<file path="src/rtl/clock_pkg.sv">
// Shared definitions for the time-set mode controller.
//   mode_state_t    : edit FSM states, RUN plus one state per time field
//   btn_state_t     : per-button debounced level and one-cycle press pulse
//   DEFAULT_*       : default debounce / edit-timeout cycle counts at 50 MHz
//   field_sel()     : one-hot field select {year,month,day,hour,min,sec}
//   next_mode()     : advance order on a mode press
//   cnt_width()     : counter width for a cycle count, never below 1 bit
package clock_pkg;

   typedef enum logic [2:0] {
      RUN     = 3'd0,
      E_SEC   = 3'd1,
      E_MIN   = 3'd2,
      E_HOUR  = 3'd3,
      E_DAY   = 3'd4,
      E_MONTH = 3'd5,
      E_YEAR  = 3'd6
   } mode_state_t;

   typedef struct packed {
      logic level;   // debounced, 1 = pressed
      logic press;   // one cycle on debounced press edge
   } btn_state_t;

   localparam int DEFAULT_DEBOUNCE_CYCLES = 1000000;     // 20 ms
   localparam int DEFAULT_TIMEOUT_CYCLES  = 1500000000;  // 30 s

   localparam int NUM_BTNS  = 3;
   localparam int BTN_MODE  = 0;
   localparam int BTN_UP    = 1;
   localparam int BTN_DOWN  = 2;

   function automatic int cnt_width(input int n);
      return (n > 1) ? $clog2(n) : 1;
   endfunction

   function automatic logic [5:0] field_sel(input mode_state_t s);
      case (s)
         E_SEC:   field_sel = 6'b000001;
         E_MIN:   field_sel = 6'b000010;
         E_HOUR:  field_sel = 6'b000100;
         E_DAY:   field_sel = 6'b001000;
         E_MONTH: field_sel = 6'b010000;
         E_YEAR:  field_sel = 6'b100000;
         default: field_sel = 6'b000000;
      endcase
   endfunction

   function automatic mode_state_t next_mode(input mode_state_t s);
      case (s)
         RUN:     next_mode = E_SEC;
         E_SEC:   next_mode = E_MIN;
         E_MIN:   next_mode = E_HOUR;
         E_HOUR:  next_mode = E_DAY;
         E_DAY:   next_mode = E_MONTH;
         E_MONTH: next_mode = E_YEAR;
         default: next_mode = RUN;
      endcase
   endfunction

endpackage

</file>
<file path="src/rtl/btn_debounce.sv">
// One pushbutton front end: 2-flop synchronizer, debouncer, press-edge pulse.
//   clk_50MHz : clock
//   rst_n     : async active-low reset
//   btn_n     : raw asynchronous active-low button
//   btn       : debounced level (1 = pressed) and one-cycle press pulse
module btn_debounce
   import clock_pkg::*;
#(
   parameter int DEBOUNCE_CYCLES = DEFAULT_DEBOUNCE_CYCLES
) (
   input  logic       clk_50MHz,
   input  logic       rst_n,
   input  logic       btn_n,
   output btn_state_t btn
);

   localparam int            CW       = cnt_width(DEBOUNCE_CYCLES);
   localparam logic [CW-1:0] CNT_LAST = CW'(DEBOUNCE_CYCLES - 1);

   logic [1:0]    sync_q;
   logic [1:0]    vld_pipe;   // marks when sync_q[1] holds a real input sample
   logic          sample;
   logic [CW-1:0] cnt_q;
   logic          level_q;
   logic          level_d;
   logic          armed_q;

   assign sample = ~sync_q[1];

   always_ff @(posedge clk_50MHz or negedge rst_n) begin
      if (!rst_n) begin
         sync_q   <= 2'b11;
         vld_pipe <= '0;
         cnt_q    <= '0;
         level_q  <= 1'b0;
         level_d  <= 1'b0;
         armed_q  <= 1'b0;
      end else begin
         sync_q   <= {sync_q[0], btn_n};
         vld_pipe <= {vld_pipe[0], 1'b1};
         level_d  <= level_q;
         // A button held through reset must be seen released before its
         // press can count; the reset-filled synchronizer does not qualify.
         if (vld_pipe[1] && !sample)
            armed_q <= 1'b1;
         if (sample == level_q)
            cnt_q <= '0;
         else if (cnt_q == CNT_LAST) begin
            level_q <= sample;
            cnt_q   <= '0;
         end else
            cnt_q <= cnt_q + 1'b1;
      end
   end

   assign btn.level = level_q;
   assign btn.press = armed_q & level_q & ~level_d;

endmodule

</file>
<file path="src/rtl/set_mode_ctrl.sv">
// Time-set mode controller: mode button walks RUN -> sec -> min -> hour ->
// day -> month -> year -> RUN; up/down request steps of the selected field;
// edit mode drops back to RUN after TIMEOUT_CYCLES without a press.
//   clk_50MHz              : clock
//   rst_n                  : async active-low reset
//   btn_mode_n/up_n/down_n : raw active-low pushbuttons
//   set_sec..set_year      : one-hot field select (registered)
//   inc, dec               : step request levels (registered)
//   editing                : any field selected
module set_mode_ctrl
   import clock_pkg::*;
#(
   parameter int DEBOUNCE_CYCLES = DEFAULT_DEBOUNCE_CYCLES,
   parameter int TIMEOUT_CYCLES  = DEFAULT_TIMEOUT_CYCLES
) (
   input  logic clk_50MHz,
   input  logic rst_n,
   input  logic btn_mode_n,
   input  logic btn_up_n,
   input  logic btn_down_n,
   output logic set_sec,
   output logic set_min,
   output logic set_hour,
   output logic set_day,
   output logic set_month,
   output logic set_year,
   output logic inc,
   output logic dec,
   output logic editing
);

   localparam int            IW        = cnt_width(TIMEOUT_CYCLES);
   localparam logic [IW-1:0] IDLE_LAST = IW'(TIMEOUT_CYCLES - 1);
   localparam logic [IW-1:0] IDLE_SAT  = '1;

   logic [NUM_BTNS-1:0]             btn_n_vec;
   btn_state_t [NUM_BTNS-1:0]       btn;

   assign btn_n_vec = {btn_down_n, btn_up_n, btn_mode_n};

   for (genvar g = 0; g < NUM_BTNS; g++) begin : g_btn
      btn_debounce #(.DEBOUNCE_CYCLES(DEBOUNCE_CYCLES)) u_btn (
         .clk_50MHz (clk_50MHz),
         .rst_n     (rst_n),
         .btn_n     (btn_n_vec[g]),
         .btn       (btn[g])
      );
   end

   // The mode button only matters through its press pulse.
   logic unused_mode_level;
   assign unused_mode_level = btn[BTN_MODE].level;

   mode_state_t   state_q, state_nxt;
   logic [IW-1:0] idle_q, idle_nxt;
   logic [5:0]    sel_q;
   logic          inc_q, dec_q;
   logic          mode_press, any_press, timeout, step_ok;

   assign mode_press = btn[BTN_MODE].press;
   assign any_press  = btn[BTN_MODE].press | btn[BTN_UP].press | btn[BTN_DOWN].press;
   assign timeout    = (state_q != RUN) && (idle_q == IDLE_LAST);
   // No step in the cycle the selection changes, so a held up/down never
   // touches a freshly selected field early.
   assign step_ok    = (state_q != RUN) && (state_nxt == state_q);

   always_comb begin
      state_nxt = state_q;
      idle_nxt  = idle_q;
      // Mode press wins over a coincident timeout.
      if (mode_press)
         state_nxt = next_mode(state_q);
      else if (timeout)
         state_nxt = RUN;
      if (any_press || (state_nxt != state_q))
         idle_nxt = '0;
      else if ((state_q != RUN) && (idle_q != IDLE_SAT))
         idle_nxt = idle_q + 1'b1;
   end

   always_ff @(posedge clk_50MHz or negedge rst_n) begin
      if (!rst_n) begin
         state_q <= RUN;
         idle_q  <= '0;
         sel_q   <= '0;
         inc_q   <= 1'b0;
         dec_q   <= 1'b0;
      end else begin
         state_q <= state_nxt;
         idle_q  <= idle_nxt;
         sel_q   <= field_sel(state_nxt);
         inc_q   <= step_ok & btn[BTN_UP].level & ~btn[BTN_DOWN].level;
         dec_q   <= step_ok & btn[BTN_DOWN].level & ~btn[BTN_UP].level;
      end
   end

   assign {set_year, set_month, set_day, set_hour, set_min, set_sec} = sel_q;
   assign inc     = inc_q;
   assign dec     = dec_q;
   assign editing = |sel_q;

endmodule

</file>
<file path="config.mk">
export PLATFORM = sky130hd
export DESIGN_NAME = set_mode_ctrl
export DESIGN_NICKNAME = d
export VERILOG_FILES = /design/src/rtl/clock_pkg.sv /design/src/rtl/btn_debounce.sv /design/src/rtl/set_mode_ctrl.sv
export SDC_FILE = /design/constraint.sdc
export NUM_CORES = 1
export LEC_CHECK = 0
export CORE_MARGIN = 3
export CORE_UTILIZATION = 40
export DETAILED_ROUTE_END_ITERATION = 8
export GPL_TIMING_DRIVEN = 0
export SLEW_MARGIN = 20
export SYNTH_ARGS = -nofsm -noshare
export SYNTH_HDL_FRONTEND = slang
export SYNTH_SLANG_ARGS = --single-unit
</file>
<file path="constraint.sdc">
create_clock -name clk_50MHz -period 1.8 [get_ports clk_50MHz]
set_input_delay 0.27 -clock clk_50MHz [delete_from_list [all_inputs] [get_ports clk_50MHz]]
set_output_delay 0.27 -clock clk_50MHz [all_outputs]
set_load 0.05 [all_outputs]
</file>
---- Word-level counts from Yosys, hierarchy flattened ----
Index checks and enable logic that the tools add are counted.
storage, ports and cells
  bits in registers ....................... 123
operators by class
  eq/ne operators ......................... 21
  $add $sub $neg .......................... 4
  multiplexer cells ....................... 12
  reductions and logical operators ........ 14
  bitwise gates (word level) .............. 23
operators by type and width
  operator                 count
  $mux W20                 6
  $mux W31                 2
  $add A20 B1 Y20 const B  3
  $eq A20 B20 Y1 const B   3
  $pmux W6 S6              1
  $add A31 B1 Y31 const B  1
  $eq A31 B31 Y1 const B   1
  $ne A31 B31 Y1 const B   1
  $pmux W3 S6              1
  $eq A3 B3 Y1 const B     5
  $eq A3 B2 Y1 const B     4
  $not A1 Y1               11
  $and A1 B1 Y1            10
  $eq A3 B1 Y1 const B     2
  $logic_and A1 B1 Y1      6
  $mux W3                  2
  $reduce_and A2 Y1        3
  $reduce_or A6 Y1         1
  $eq A1 B1 Y1             3
  $eq A3 B3 Y1             1
  $logic_not A3 Y1         1
  $ne A3 B3 Y1             1
  $reduce_bool A3 Y1       1
  $or A1 B1 Y1             2
  other kinds (2)          2

---- Logic depth before layout (Yosys ltp) ----
  depth after elaboration ................. 8
  mapped depth ............................ 7
  depth with buffers taken out ............ 6

---- Hierarchy ----
A second synthesis with hierarchy kept.
second synthesis, totals
  cell total of the unflattened synthesis .. 601
  area, all modules ....................... 5955.7 um2
by module, submodules not included
  module         area an instance (um2)  cells an instance  times used
  btn_debounce   1229.9                  118                3
  set_mode_ctrl  2265.9                  247                1

---- Least setup slack after synthesis ----
No wires, ideal clock.
  kind .................................... register to register
  start point ............................. register idle_q[8]
  end point ............................... register idle_q[16]
  arrival time ............................ 1.779 ns
  path slack .............................. -0.132 ns
  setup time .............................. 0.153 ns
  clock period less this slack ............ 1.932 ns
  cell stages (with the launch flop) ...... 7
  required time ........................... 1.647 ns
  path buffers ............................ 1
  cell sequence ........................... dfrtp_1 or4b_1 nor3_1 nand4_1 o31ai_4 buf_6 a211oi_1
between the ends
  cells in the longest elaborated chain, start to end .. 7
  elaborated cells on any way between the ends .. 12
ends and longest elaborated chain
  item                                                                     line                 text
  start, declared                                                          set_mode_ctrl.sv:55  logic [IW-1:0] idle_q, idle_nxt;
  start signal, assigned                                                   set_mode_ctrl.sv:90  idle_q <= idle_nxt;
  parallel branches: the longest is 7 deep, another holds $add A31 B1 Y31  n/a
Parallel ways; which one is timed is not known. The select of a mux whose other input is x is not followed.
A chain may end at the register's enable or synchronous reset.

---- Final worst setup path ----
  start point ............................. register idle_q[12]
  end point ............................... register idle_q[16]
The elaborated chain is that of the path after synthesis.

==> impl_summary.md <==
Global route
The total overflow left after global routing is 0. The first global-routing pass estimated between 20 and 25 mm of wire. The global-route usage over all layers is 16.53%.

The pin count of the biggest net entering global routing is 83. The number of global-route vias before repair was approximately 4500. The initial antenna violation count is 0.

Synth
The synthesized netlist net count is 582. Summing the areas of all compound-gate instances in the mapped netlist gives under 10% of the synthesized area. The cell taking the most area after synthesis is dfrtp_1.

The total number of yosys warnings is 0. The synthesized design devotes to its leading area cell type 49.15% of total area. The gate count of the mapped netlist is around 570.

The async set or reset register ratio after synthesis is 100.0%. Yosys attributes the largest share of cell area to dfrtp_1 49%, nor2_1 5.7%, xnor2_1 4.9%. Of the post-synthesis cell area, the part taken by muxes is 0.5220%. The area share of xor/xnor cells in the synthesized design is a little under 10%.

The number of different library cells in the post-synthesis netlist is 57. By area, the combinational part of the netlist is dominated by simple AND/OR/NAND/NOR gates. After synthesis the netlist holds a flip-flop and latch count of 119. The post-synthesis share of cell area spent on full adders, half adders and majority gates is less than 1%. The cell area after technology mapping is approximately 5800 sq um. The sequential area share after synthesis is 51.89%. In this run the mean area of a mapped cell was roughly 10 sq um. The fraction of the mapped netlist area in simple logic gates is roughly a quarter. Counting flops with a built-in enable in the synthesized netlist gives 0. The leading register cell type out of synthesis is dfrtp_1.

Setup path
STA puts the critical path data required time at between 2 and 2.5 ns. The type of element launching the critical path is a register. The startpoint of the lowest-slack register-to-register path is idle_q[12]$_DFFE_PN0P_.

The worst setup path category is reg2reg. The largest single stage delay on the critical path is ~0.53 ns. In this run the worst path has a maximum fanout of 5. The number of cells on the worst reg-to-reg path is 7. The most numerous cell type found on the critical path is buf_6. The kind of cell adding the most delay to the critical path is simple AND/OR/NAND/NOR gates. The combined buffer and inverter count along the critical path is 2. The kind of capture point of the worst setup path is a register. The critical path starts at idle_q[12]$_DFFE_PN0P_.

The standard cell with the maximum stage delay on the critical path is or4b_4. The number of cells on the critical path is 7. The arrival time of the worst setup path is between 2 and 2.5 ns.

The signal on the critical path passes through or4b_4, nor3_2, nand4_1, o31ai_4, buf_6, buf_6, a211oi_2.

Place
The detailed-placement wirelength estimate is ~8.1 mm. Buffers placed on the I/O ports in this run total 13. The global placer's final weighted congestion is 0.8466. The worst slack at placement is -0.4469 ns. Once placement finished, the instance area stood at approximately 6200 sq um.

Power
The power per unit of standard cell area is 860.0 nW/um^2. The total power after layout is 0.006385 W. The share of total power in sequential cells is approximately 43%. The share of total power dissipated in the clock network is 53.9%.

Combinational logic is responsible for about 3.2% of the overall power. The switching power is 0.001310 W. The switching power as a share of total power is 20.51%.

The worst-case IR drop observed on VDD is ~0.64 mV. The internal power of the cells totals roughly 0.0051 W. The leakage dissipation is about 3.1 nW.

Final layout
The synthesis-to-layout area growth is 29.06%. After routing the design area is approximately 7400 sq um. The total inserted antenna cells is 0. The net count reported at finish is approximately 640.

Cells with a size suffix above 1 make up a little over a quarter of the layout.

Timing
Static timing analysis puts the maximum clock frequency at 0.4671 GHz. The worst clock skew is approximately 0.0043 ns. Once routing completed, OpenROAD measured the worst setup slack at -0.3411 ns. The routed design could run at a clock period as short as around 2.1 ns. Setup violations remaining at the end of the flow were counted as between 40 and 50. The final cycle utilization of the critical path is 118.9%. Measured against its own limit, the worst slew margin works out to 65.97%. The number of hold violations in the final report is 0. Setup repair after global routing could not meet its margin everywhere. The number of pins exceeding their max-slew limit in the final report came to 0. The worst hold slack is ~0.26 ns. For the pin with the worst max-slew slack, the measured transition is slightly above 0.5 ns.

Floorplanning
The die span in y is around 130 um. The die area is between 15000 and 20000 sq um. 14 I/O pins were placed. The core outline area is ~14000 sq um. The initial standard-cell utilization of the core is about two fifths.

The floorplan step set the die width to approximately 130 um. The row count is between 40 and 50.

Detailed routing
The routed layout has around 4500 vias. The violation count after the first detailed-routing iteration is about 260. After detailed routing, the number of vias per cell comes to about 5.5. For this block, the routed nets add up to around 13 mm of wire. The post-detailed-route count of antenna-violating nets is 0.

The routed wire length per instance is roughly 16 um. The first TritonRoute pass finished after 5 iterations. The remaining routing DRC violations is 0.

CTS
The clock buffer count from CTS is 17. The maximum buffer depth of the clock tree is 2. The clock root buffer is clkbuf_16. TritonCTS built the clock tree. After clock tree synthesis, the clock-pin slew on the worst setup and hold paths is roughly 0.050 ns. The clock sink total is 119. The level count of the clock H-tree is 4. For the worst-skew pair, the clock arrives at the later sink with an insertion delay of 0.41 ns.

Outcome
The run finished, with violations left. The final reports fail on negative setup slack.

Min path
The startpoint identified for the worst hold timing path is btn_mode_n. The number of instances on the worst hold path is 1. The worst min-delay path category is in2reg.

Flow run
The max capacitance violation total is 0.
[routing by layer]
layer | vias to the layer above | GRT usage (%) | wire, um
li1 | 2162 | - | -
met1 | 2274 | 21.34 | 5878
met2 | 77 | 26.48 | 6447
met3 | 19 | 4.326 | 450
met4 | 0 | 6.940 | 197
met5 | - | 0 | 0
[final timing paths]
kind / end / slack [ns]
min reg2reg: g_btn[0].u_btn.vld_pipe[1]$_DFF_PN0_ / 0.35
max: idle_q[16]$_DFFE_PN0P_ / -0.34
min: g_btn[0].u_btn.sync_q[0]$_DFF_PN1_ / 0.26
max reg2reg: idle_q[16]$_DFFE_PN0P_ / -0.34
min in group asynchronous: g_btn[2].u_btn.cnt_q[12]$_DFF_PN0_ / 0.33
max in group asynchronous: g_btn[1].u_btn.sync_q[0]$_DFF_PN1_ / 0.73
[synthesized netlist by cell type (all sizes together) (3+ instances only)]
master	count
nor2	88
nand4	22
and4	7
a31oi	3
and3	12
or3	20
or4	9
o31ai	7
nand3	34
dfrtp	113
buf	12
inv	16
dfstp	6
xor2	32
a21o	4
o21ai	18
nor4	19
nand2	40
xnor2	32
a21oi	23
mux2i	3
ha	4
nor4b	4
nor3	15
or2	7
[power groups by stage]
| stage | combinational [W] | clock (W) | sequential, W |
|---|---|---|---|
| 2_1_floorplan | 0.0000508 | 0 | 0.00277 |
| 6_report | 0.000205 | 0.00344 | 0.00274 |
| 3_5_place_dp | 0.000137 | 0 | 0.00278 |
| 4_1_cts | 0.000143 | 0.00353 | 0.00273 |
| 5_1_grt | 0.000228 | 0.00366 | 0.00274 |
| 3_3_place_gp | 0.000124 | 0 | 0.00278 |
[what timing repair did]
| item | CTS | global route |
|---|---|---|
| buffers inserted | 7 | 17 |
| pin swaps | 8 | 26 |
| endpoints found under the setup margin | 111 | 103 |
| cloned | 1 | 3 |
| resized for setup | 39 | 75 |
| hold buffers | 1 | 0 |
| endpoints found under the hold margin | 37 | 0 |
[cell usage in the layout (no fill, tap or decap), types with 8 or more instances in the layout]
cell             n
dfrtp_1        108
nor2_1          61
nand2_1         38
xor2_1          32
xnor2_1         32
nand3_1         30
buf_4           29
nand4_1         20
or3_1           20
clkbuf_16       20
nor2_2          17
inv_1           16
o21ai_0         15
a21oi_2         12
a21oi_1         11
and3_1          11
nor4_1          10
nor2_4          10
nor3_1           9
dlygate4sd2_1    8
[layout make-up]
| type | count | area (sq um) |
|---|---|---|
| well taps | 180 | 225.2 |
| repair buffers | 43 | 420.4 |
| multi-input cells | 424 | 2973 |
| clock inverters | 8 | 121.4 |
| plain buffers | 14 | 151.4 |
| clock buffers | 24 | 481.7 |
| inverters | 16 | 60.06 |
| flip-flops and latches | 119 | 2992 |
| fillers | 1212 | 6564 |
[kinds of logic (layout without fill, tap and decap cells)]
family,Yosys count,in the layout
flip-flops,119,119
buffers and inverters,30,105
XOR/XNOR,64,64
AND/OR/NAND/NOR,285,285
other,1,1
adder cells (fa/ha/maj),4,4
AO/OA/AOI/OAI,67,67
multiplexers,3,3
[stage by stage]
stage                     util [%]  std cells  setup TNS, ns
final                        53.08        828         -12.49
after global routing         53.08        828         -17.40
after CTS                    49.78        808         -11.96
after detailed placement     44.18        767         -28.41
after global placement       43.97        766        -506.54
after floorplan                  -        573         -3.476
[flip-flops by register name, summed over array words and instances, names as in the netlist]
signal / flops
g_btn.u_btn.level_q: 3
inc: 1
idle_q: 31
g_btn.u_btn.vld_pipe: 2
state_q: 3
sel_q: 6
g_btn.u_btn.level_d: 3
g_btn.u_btn.armed_q: 3
g_btn.u_btn.sync_q: 6
dec: 1
g_btn.u_btn.cnt_q: 60
Power figures use the tool's default switching activity.
